## config.mk

```make
export PLATFORM = sky130hd
export DESIGN_NAME = sparse_nm_mac_pe
export DESIGN_NICKNAME = d
export VERILOG_FILES = /design/src/rtl/sparse_pkg.sv /design/src/rtl/sparse_group_mult.sv /design/src/rtl/sparse_nm_mac_pe.sv
export SDC_FILE = /design/constraint.sdc
export NUM_CORES = 2
export LEC_CHECK = 0
export CAP_MARGIN = 25
export CORE_MARGIN = 2
export CORE_UTILIZATION = 56
export CTS_CLUSTER_DIAMETER = 50
export DETAILED_ROUTE_END_ITERATION = 8
export PLACE_DENSITY_LB_ADDON = 0.1
export SYNTH_ARGS = -nofsm -noshare
export SYNTH_HDL_FRONTEND = slang
export SYNTH_SLANG_ARGS = --single-unit
```

## constraint.sdc

```tcl
create_clock -name clk -period 5.64 [get_ports clk]
set_input_delay 0.564 -clock clk [delete_from_list [all_inputs] [get_ports clk]]
set_output_delay 0.564 -clock clk [all_outputs]
set_load 0.02 [all_outputs]
```

## src/rtl/sparse_pkg.sv

```systemverilog
// sparse_pkg: shared defaults, index-width helper and packet types for the N:M sparse PE
package sparse_pkg;

    localparam int DEF_DATA_WIDTH = 8;
    localparam int DEF_M          = 4;
    localparam int DEF_N          = 2;
    localparam int DEF_GROUPS     = 4;
    localparam int DEF_ACC_WIDTH  = 24;

    // Width of an in-group position index; at least one bit even for M = 1.
    function automatic int idx_w(input int m);
        return (m <= 1) ? 1 : $clog2(m);
    endfunction

    // Compressed N:M weight packet at the default geometry, group-major.
    typedef struct packed {
        logic [DEF_GROUPS-1:0][DEF_N-1:0][DEF_DATA_WIDTH-1:0] val;
        logic [DEF_GROUPS-1:0][DEF_N-1:0][idx_w(DEF_M)-1:0]   idx;
    } nm_pkt_t;

    // Dense activation vector at the default geometry.
    typedef logic [DEF_GROUPS*DEF_M-1:0][DEF_DATA_WIDTH-1:0] act_vec_t;

endpackage

```

## src/rtl/sparse_group_mult.sv

```systemverilog
// sparse_group_mult: one N:M group, N activation index muxes feeding N signed multipliers
module sparse_group_mult
    import sparse_pkg::*;
#(
    parameter int DATA_WIDTH = DEF_DATA_WIDTH,
    parameter int M          = DEF_M,
    parameter int N          = DEF_N,
    parameter int IDX_W      = idx_w(DEF_M),
    parameter int PROD_W     = 2 * DATA_WIDTH
) (
    input  logic [M*DATA_WIDTH-1:0] act,
    input  logic [N*DATA_WIDTH-1:0] w_val,
    input  logic [N*IDX_W-1:0]      w_idx,
    output logic [N*PROD_W-1:0]     prod
);

    logic signed [DATA_WIDTH-1:0] a_sel [N];

    // Pick the activation each weight points at; out-of-range indices fall back to position 0.
    always_comb begin
        for (int k = 0; k < N; k++) begin
            a_sel[k] = act[DATA_WIDTH-1:0];
            for (int j = 1; j < M; j++)
                if (w_idx[k*IDX_W +: IDX_W] == IDX_W'(j)) a_sel[k] = act[j*DATA_WIDTH +: DATA_WIDTH];
        end
    end

    for (genvar k = 0; k < N; k++) begin : g_mul
        logic signed [PROD_W-1:0] p;
        assign p = a_sel[k] * $signed(w_val[k*DATA_WIDTH +: DATA_WIDTH]);
        assign prod[k*PROD_W +: PROD_W] = p;
    end

endmodule

```

## src/rtl/sparse_nm_mac_pe.sv

```systemverilog
// sparse_nm_mac_pe: pipelined N:M sparse multiply, reduce and multi-packet accumulate PE
module sparse_nm_mac_pe
    import sparse_pkg::*;
#(
    parameter int DATA_WIDTH = DEF_DATA_WIDTH,
    parameter int M          = DEF_M,
    parameter int N          = DEF_N,
    parameter int GROUPS     = DEF_GROUPS,
    parameter int ACC_WIDTH  = DEF_ACC_WIDTH,
    parameter int SATURATE   = 1,
    parameter int IDX_W      = idx_w(M)
) (
    input  logic                             clk,
    input  logic                             rst,
    input  logic                             in_valid,
    output logic                             in_ready,
    input  logic                             in_last,
    input  logic [GROUPS*N*DATA_WIDTH-1:0]   w_val,
    input  logic [GROUPS*N*IDX_W-1:0]        w_idx,
    input  logic [GROUPS*M*DATA_WIDTH-1:0]   act_vec,
    output logic                             out_valid,
    input  logic                             out_ready,
    output logic [ACC_WIDTH-1:0]             out_data,
    output logic                             out_sat
);

    localparam int PROD_W = 2 * DATA_WIDTH;
    localparam int LANES  = GROUPS * N;
    localparam int SUM_W  = PROD_W + $clog2(LANES);
    localparam logic signed [ACC_WIDTH-1:0] ACC_MAX = {1'b0, {(ACC_WIDTH-1){1'b1}}};
    localparam logic signed [ACC_WIDTH-1:0] ACC_MIN = {1'b1, {(ACC_WIDTH-1){1'b0}}};

    logic                     stall;
    logic [LANES*PROD_W-1:0]  prod;
    logic [LANES*PROD_W-1:0]  s1_prod;
    logic                     s1_valid, s1_last;
    logic signed [SUM_W-1:0]  sum;
    logic signed [SUM_W-1:0]  s2_sum;
    logic                     s2_valid, s2_last;
    logic signed [ACC_WIDTH-1:0] acc;
    logic                     flag;
    logic signed [ACC_WIDTH:0] nxt;
    logic                     ovf;
    logic signed [ACC_WIDTH-1:0] res;

    assign stall    = out_valid & ~out_ready;
    assign in_ready = ~stall;

    for (genvar g = 0; g < GROUPS; g++) begin : g_grp
        sparse_group_mult #(
            .DATA_WIDTH(DATA_WIDTH),
            .M         (M),
            .N         (N),
            .IDX_W     (IDX_W),
            .PROD_W    (PROD_W)
        ) u_grp (
            .act  (act_vec[g*M*DATA_WIDTH +: M*DATA_WIDTH]),
            .w_val(w_val[g*N*DATA_WIDTH +: N*DATA_WIDTH]),
            .w_idx(w_idx[g*N*IDX_W +: N*IDX_W]),
            .prod (prod[g*N*PROD_W +: N*PROD_W])
        );
    end

    // S1: register the products with their valid/last tags whenever the pipe advances.
    always_ff @(posedge clk) begin
        if (rst) begin
            s1_valid <= 1'b0;
            s1_last  <= 1'b0;
            s1_prod  <= '0;
        end else if (!stall) begin
            s1_valid <= in_valid;
            s1_last  <= in_last;
            s1_prod  <= prod;
        end
    end

    // Signed reduction of all lane products, each sign-extended to the tree width.
    always_comb begin
        sum = '0;
        for (int i = 0; i < LANES; i++) sum = sum + SUM_W'($signed(s1_prod[i*PROD_W +: PROD_W]));
    end

    // S2: register the packet sum.
    always_ff @(posedge clk) begin
        if (rst) begin
            s2_valid <= 1'b0;
            s2_last  <= 1'b0;
            s2_sum   <= '0;
        end else if (!stall) begin
            s2_valid <= s1_valid;
            s2_last  <= s1_last;
            s2_sum   <= sum;
        end
    end

    assign nxt = (ACC_WIDTH+1)'(acc) + (ACC_WIDTH+1)'(s2_sum);
    assign ovf = nxt[ACC_WIDTH] ^ nxt[ACC_WIDTH-1];
    assign res = (ovf && SATURATE != 0) ? (nxt[ACC_WIDTH] ? ACC_MIN : ACC_MAX) : nxt[ACC_WIDTH-1:0];

    // S3: accumulate, and on a last beat publish the result and restart the dot product clean.
    always_ff @(posedge clk) begin
        if (rst) begin
            acc       <= '0;
            flag      <= 1'b0;
            out_valid <= 1'b0;
            out_data  <= '0;
            out_sat   <= 1'b0;
        end else if (!stall) begin
            out_valid <= s2_valid & s2_last;
            if (s2_valid && s2_last) begin
                out_data <= res;
                out_sat  <= flag | ovf;
                acc      <= '0;
                flag     <= 1'b0;
            end else if (s2_valid) begin
                acc  <= res;
                flag <= flag | ovf;
            end
        end
    end

endmodule
```

# --- Word level (Yosys, flattened, before mapping) ---
# Index checks and enable logic that the tools add are counted.
totals:
  word_cells: 91
  out_inout_bits: 27
  ff_bits: 202
classes:
  mul: 8
  bitwise: 6
  reduce_logical: 4
  n_addsub: 8
  eq_ne: 24
  muxes: 30
op_table:
  columns: ["cell", "count"]
  rows:
  - ["two-way mux 8 bit", 24]
  - ["multiplier 8 x 8 -> 16 bit", 8]
  - ["two-way mux 24 bit", 4]
  - ["adder 19 x 16 -> 19 bit", 4]
  - ["== test 2 bit (second input constant)", 16]
  - ["adder 24 x 19 -> 25 bit", 1]
  - ["adder 18 x 16 -> 19 bit", 1]
  - ["adder 17 x 16 -> 18 bit", 1]
  - ["adder 16 x 16 -> 17 bit", 1]
  - ["== test 2 x 1 -> 1 bit (second input constant)", 8]
  - ["AND reduction 2 bit", 2]
  - ["bitwise AND 1 bit", 2]
  - ["two-way mux 1 bit", 2]
  - ["inverter 1 bit", 2]
  - ["nonzero test 2 bit", 1]
  - ["logical AND 1 bit", 1]
  - ["bitwise OR 1 bit", 1]
  - ["XOR 1 bit", 1]

# --- Longest topological paths before layout ---
logic_depth:
  word_depth: 7
  depth_mapped: 20

# --- Hierarchy ---
# Synthesis repeated with hierarchy kept, for this count alone.
unflattened:
  cells_unflattened: 3808
  area_unflattened_um2: 33614.7
modules_own_cells:
  columns: ["module", "instances", "cells_each", "area_each_um2", "seq_area_each_um2"]
  rows:
  - ["sparse_nm_mac_pe", 1, 1424, 11718.7, 4043.9]
  - ["sparse_group_mult at g_grp[1].u_grp", 1, 600, 5491.5, 0.0]
  - ["sparse_group_mult at g_grp[0].u_grp", 1, 597, 5486.5, 0.0]
  - ["sparse_group_mult at g_grp[2].u_grp", 1, 591, 5459.0, 0.0]
  - ["sparse_group_mult at g_grp[3].u_grp", 1, 596, 5459.0, 0.0]

# --- Least setup slack after synthesis ---
# No wires, ideal clock.
synth_path:
  kind: "in2reg"
  from: "input w_idx[8]"
  to: "register s1_prod[79]"
  path_stages: 18
  path_buffers: 1
  required_time_ns: 5.497
  setup_slack_ns: 0.068
  arrival_time_ns: 5.429
  cell_sequence: "clkbuf_1 mux4_2 and2_1 fa_1 inv_1 fa_1 inv_1 fa_1 inv_1 fa_1 inv_1 ha_1 a2111oi_0 nor3_1 a41o_1 o41ai_2 xnor2_1 a21oi_1"
synth_between:
  elab_chain_len: 5
  word_cells_on_any_way: 7
synth_lines:
  columns: ["item", "line_no", "text"]
  rows:
  - ["from (decl)", "sparse_nm_mac_pe.sv:19", "input logic [GROUPS*N*IDX_W-1:0] w_idx,"]
  - ["== test 2 x 1 -> 1 bit", "sparse_group_mult.sv:24", "if (w_idx[k*IDX_W +: IDX_W] == IDX_W'(j)) a_sel[k] = act[j*DATA_WIDTH +: DATA_WIDTH];"]
  - ["two-way mux 8 bit (2 in a row)", "sparse_group_mult.sv:24", null]
  - ["two-way mux 8 bit *", "sparse_group_mult.sv:24", null]
  - ["multiplier 8 x 8 -> 16 bit *", "sparse_group_mult.sv:30", "assign p = a_sel[k] * $signed(w_val[k*DATA_WIDTH +: DATA_WIDTH]);"]
  - ["to (signal assigned)", "sparse_nm_mac_pe.sv:73", "s1_prod <= prod;"]
  - ["to (decl)", "sparse_nm_mac_pe.sv:35", "logic [LANES*PROD_W-1:0] s1_prod;"]
# Mark *: on every way between the ends. The rest lies on a longest branch, timed or not.
# A chain may end at the register's enable or synchronous reset.

# --- Worst setup path after layout ---
layout_path:
  from: "input w_idx[2]"
  to: "register s1_prod[28]"
# Same word-level chain as after synthesis.

==> metrics.txt <==
Worst-Skew Late Latency 530 ps; I/O pins 240; reg2reg end s2_sum[18]; crit start category primary input; Post-DP HPWL 64940 µm; global-route wire length before repair 131700 µm; Worst Setup EP s1_prod[28]; syn_nets 4638; setup slack, reg-to-reg 790 ps; final core area utilization 67.07%; achievable frequency 186.5 MHz; number of diodes 0; Hold Path Class flop to flop; Total Routed Length 76400 µm; GRT Total Usage 26.86%; CORE AREA 57480 µm²; Root Driver clkbuf_16; die height 244.9 µm; Setup Slack @ Placement -362.5 ps; Cell variety after synth 75; clk sink count 202; CP arrival 5820 ps; status complete, no violations; crit-path cells clkdlybuf4s50_1 -> buf_12 -> mux4_2 -> and2_1 -> ha_1 -> fa_1 -> ha_1 -> inv_1 -> fa_1 -> inv_1 -> ha_1 -> inv_1 -> fa_1 -> nor2b_1 -> o21ai_0 -> a21boi_1 -> o21ai_0 -> a21oi_2 -> xor2_1 -> buf_4 -> nand2_1 -> a21oi_1; RSZ-0062 raised after global routing yes; sequential fraction of the synthesis area 12.45%; Final #Nets 5098; critical path peak fanout 8; vias in the first global route 27050; CTS Buf Count 24; crit path buf inv count 6; FP Rows 88; yosys warns 0; final worst path period share 95.06%; final hold vios 0; H-tree depth 1; minimum clock period 5362 ps; worst reg2reg startpoint s1_prod[49]; Critical Path Slowest Stage Cell mux4_2; Post-DRT Antenna Nets 0; Async SR Flop Fraction 0%; Slew headroom 37.83%; Top delay family on crit path adder cells; Starting Density 56.53%; share of post-route cells with drive strength above 1 10.31%; CTS Buffer Depth 3; GRT overflow 0; initial antenna violation count 0; Die Wd 244.9 µm; port buffer count 239; Setup Fix Bufs, Post-CTS 0; Clock transition at path regs 60 ps; dpl cell area 37730 µm²; #FFs+latches synth 202; Final setup viols 0; max-cap violations 0; post-synthesis cell area 32490 µm²; Die Area 59960 µm²; DR vias 25530; Hold-fix buffers, CTS 0; max-slew violations 0; placed insts 4807; CP Capture Type flop; Slew @ Worst Pin 932.5 ps; Mapped Cells 3608; final cell count without fillers 4848; final non-filler cell area 38550 µm²; CP Class primary input to flop; Setup WS post-layout 278.4 ps; Initial DRC Count 1347; # resized after CTS 0; # DRC 0; routability congestion estimate 0.9141; vias per cell 5.267; WP depth 22; skew final 13.10 ps; TritonCTS clock tree yes; Post-synth EDFFs 0; R2R cell count 19; Top FF cell, synth dfxtp_1; Critical Path Start w_idx[2]; Critical Path RT 6100 ps; DR WL/cell 15.76 µm; largest net degree at the start of global routing 113; hold path depth 2; first-pass iteration count of the detailed router 6; area delta synth->final 18.64%; max incr delay on CP 620 ps; Mapped Avg Cell Area 9.005 µm²
==> kinds of logic after synthesis <==
| logic type | after synthesis | share of synthesized area (%) |
|---|---|---|
| buffers and inverters | 844 | 9.774 |
| adders and majority gates | 817 | 43.96 |
| DFF | 202 | 12.45 |
| AOI/OAI and AO/OA | 459 | 8.503 |
| muxes | 73 | 4.741 |
| and+or+nand+nor | 1074 | 16.83 |
| xor gates and xnor gates | 139 | 3.747 |
==> sequential cells by signal, summed over array words and instances, names as in the netlist <==
register,count
s2_valid,1
out_data,24
flag,1
s2_last,1
s1_prod,128
out_valid,1
s2_sum,19
s1_last,1
s1_valid,1
out_sat,1
acc,24
==> cell usage after synthesis (64+ instances only) <==
library cell / count / share of area (%)
nand2_1: 390 / 4.5
xnor2_1: 103 / 2.8
nor2b_1: 67 / 1.3
nor2_1: 88 / 1.0
and2_1: 321 / 6.2
mux4_2: 64 / 4.4
a21oi_1: 218 / 3.4
ha_1: 276 / 11
dfxtp_1: 202 / 12
clkbuf_1: 69 / 0.80
o21ai_0: 94 / 1.4
inv_1: 755 / 8.7
fa_1: 541 / 33
==> routing by layer <==
metal	GRT usage [%]	vias up	routed length (µm)
met3	1.902	86	3192
met4	4.412	0	1117
met2	46.37	516	37540
met5	0	-	0
li1	-	12270	-
met1	37.84	12660	34550
==> cell usage in the layout (no fill, tap or decap), types with 5 or more instances in the layout <==
master and n:
nor2_1 88, o21bai_1 5, buf_4 275, nor4b_1 9
fa_1 541, mux2_2 7, nand2_1 390, nand3b_1 8
a21boi_0 5, clkbuf_16 25, a31oi_1 14, a21o_1 35
nand2b_1 23, inv_1 755, mux4_2 64, xnor2_1 103
o31ai_1 6, nor2b_1 66, o31a_1 7, nor4_1 5
nand4b_1 7, clkdlybuf4s50_1 238, and2_1 321, a211oi_1 14
a21oi_1 217, or3_1 21, o21a_1 6, and3_1 11
or2_2 6, o21ai_0 94, buf_12 8, nor3_1 63
ha_1 276, dfxtp_1 202, nand3_1 42, xor2_1 36
a2111oi_0 8, a221o_1 5
==> stage by stage <==
step	setup TNS [ps]	hold WS, ps
global route	-13.62	475.8
floorplan	0	429.1
global placement	-4036	438.5
CTS	0	451.7
finish	0	451.0
detailed placement	-6552	443.4
==> worst min-delay path by stage <==
stage,startpoint,to
2_1_floorplan,acc[10],acc[10]
3_3_place_gp,s1_last,s1_last
3_5_place_dp,s1_prod[106],s1_prod[106]
4_1_cts,s1_prod[106],s1_prod[106]
5_1_grt,s1_prod[108],s1_prod[108]
6_report,s1_prod[106],s1_prod[106]
==> layout make-up <==
type / count / area (µm²)
clock inverter: 9 / 105.1
multi-input combinational: 2562 / 25300
clock buffer: 32 / 691.9
timing repair buffer: 521 / 4607
tap: 765 / 957.2
fill: 4912 / 18930
sequential: 202 / 4044
inverter: 757 / 2844
==> worst min-delay path, stage by stage (launching register included) <==
cell	delay (ps)
dfxtp_1	310
nand2_1	50
a21oi_1	50
Power is not shown: default switching activity piles up to over one toggle a cycle in this logic, so the estimate is an artifact.
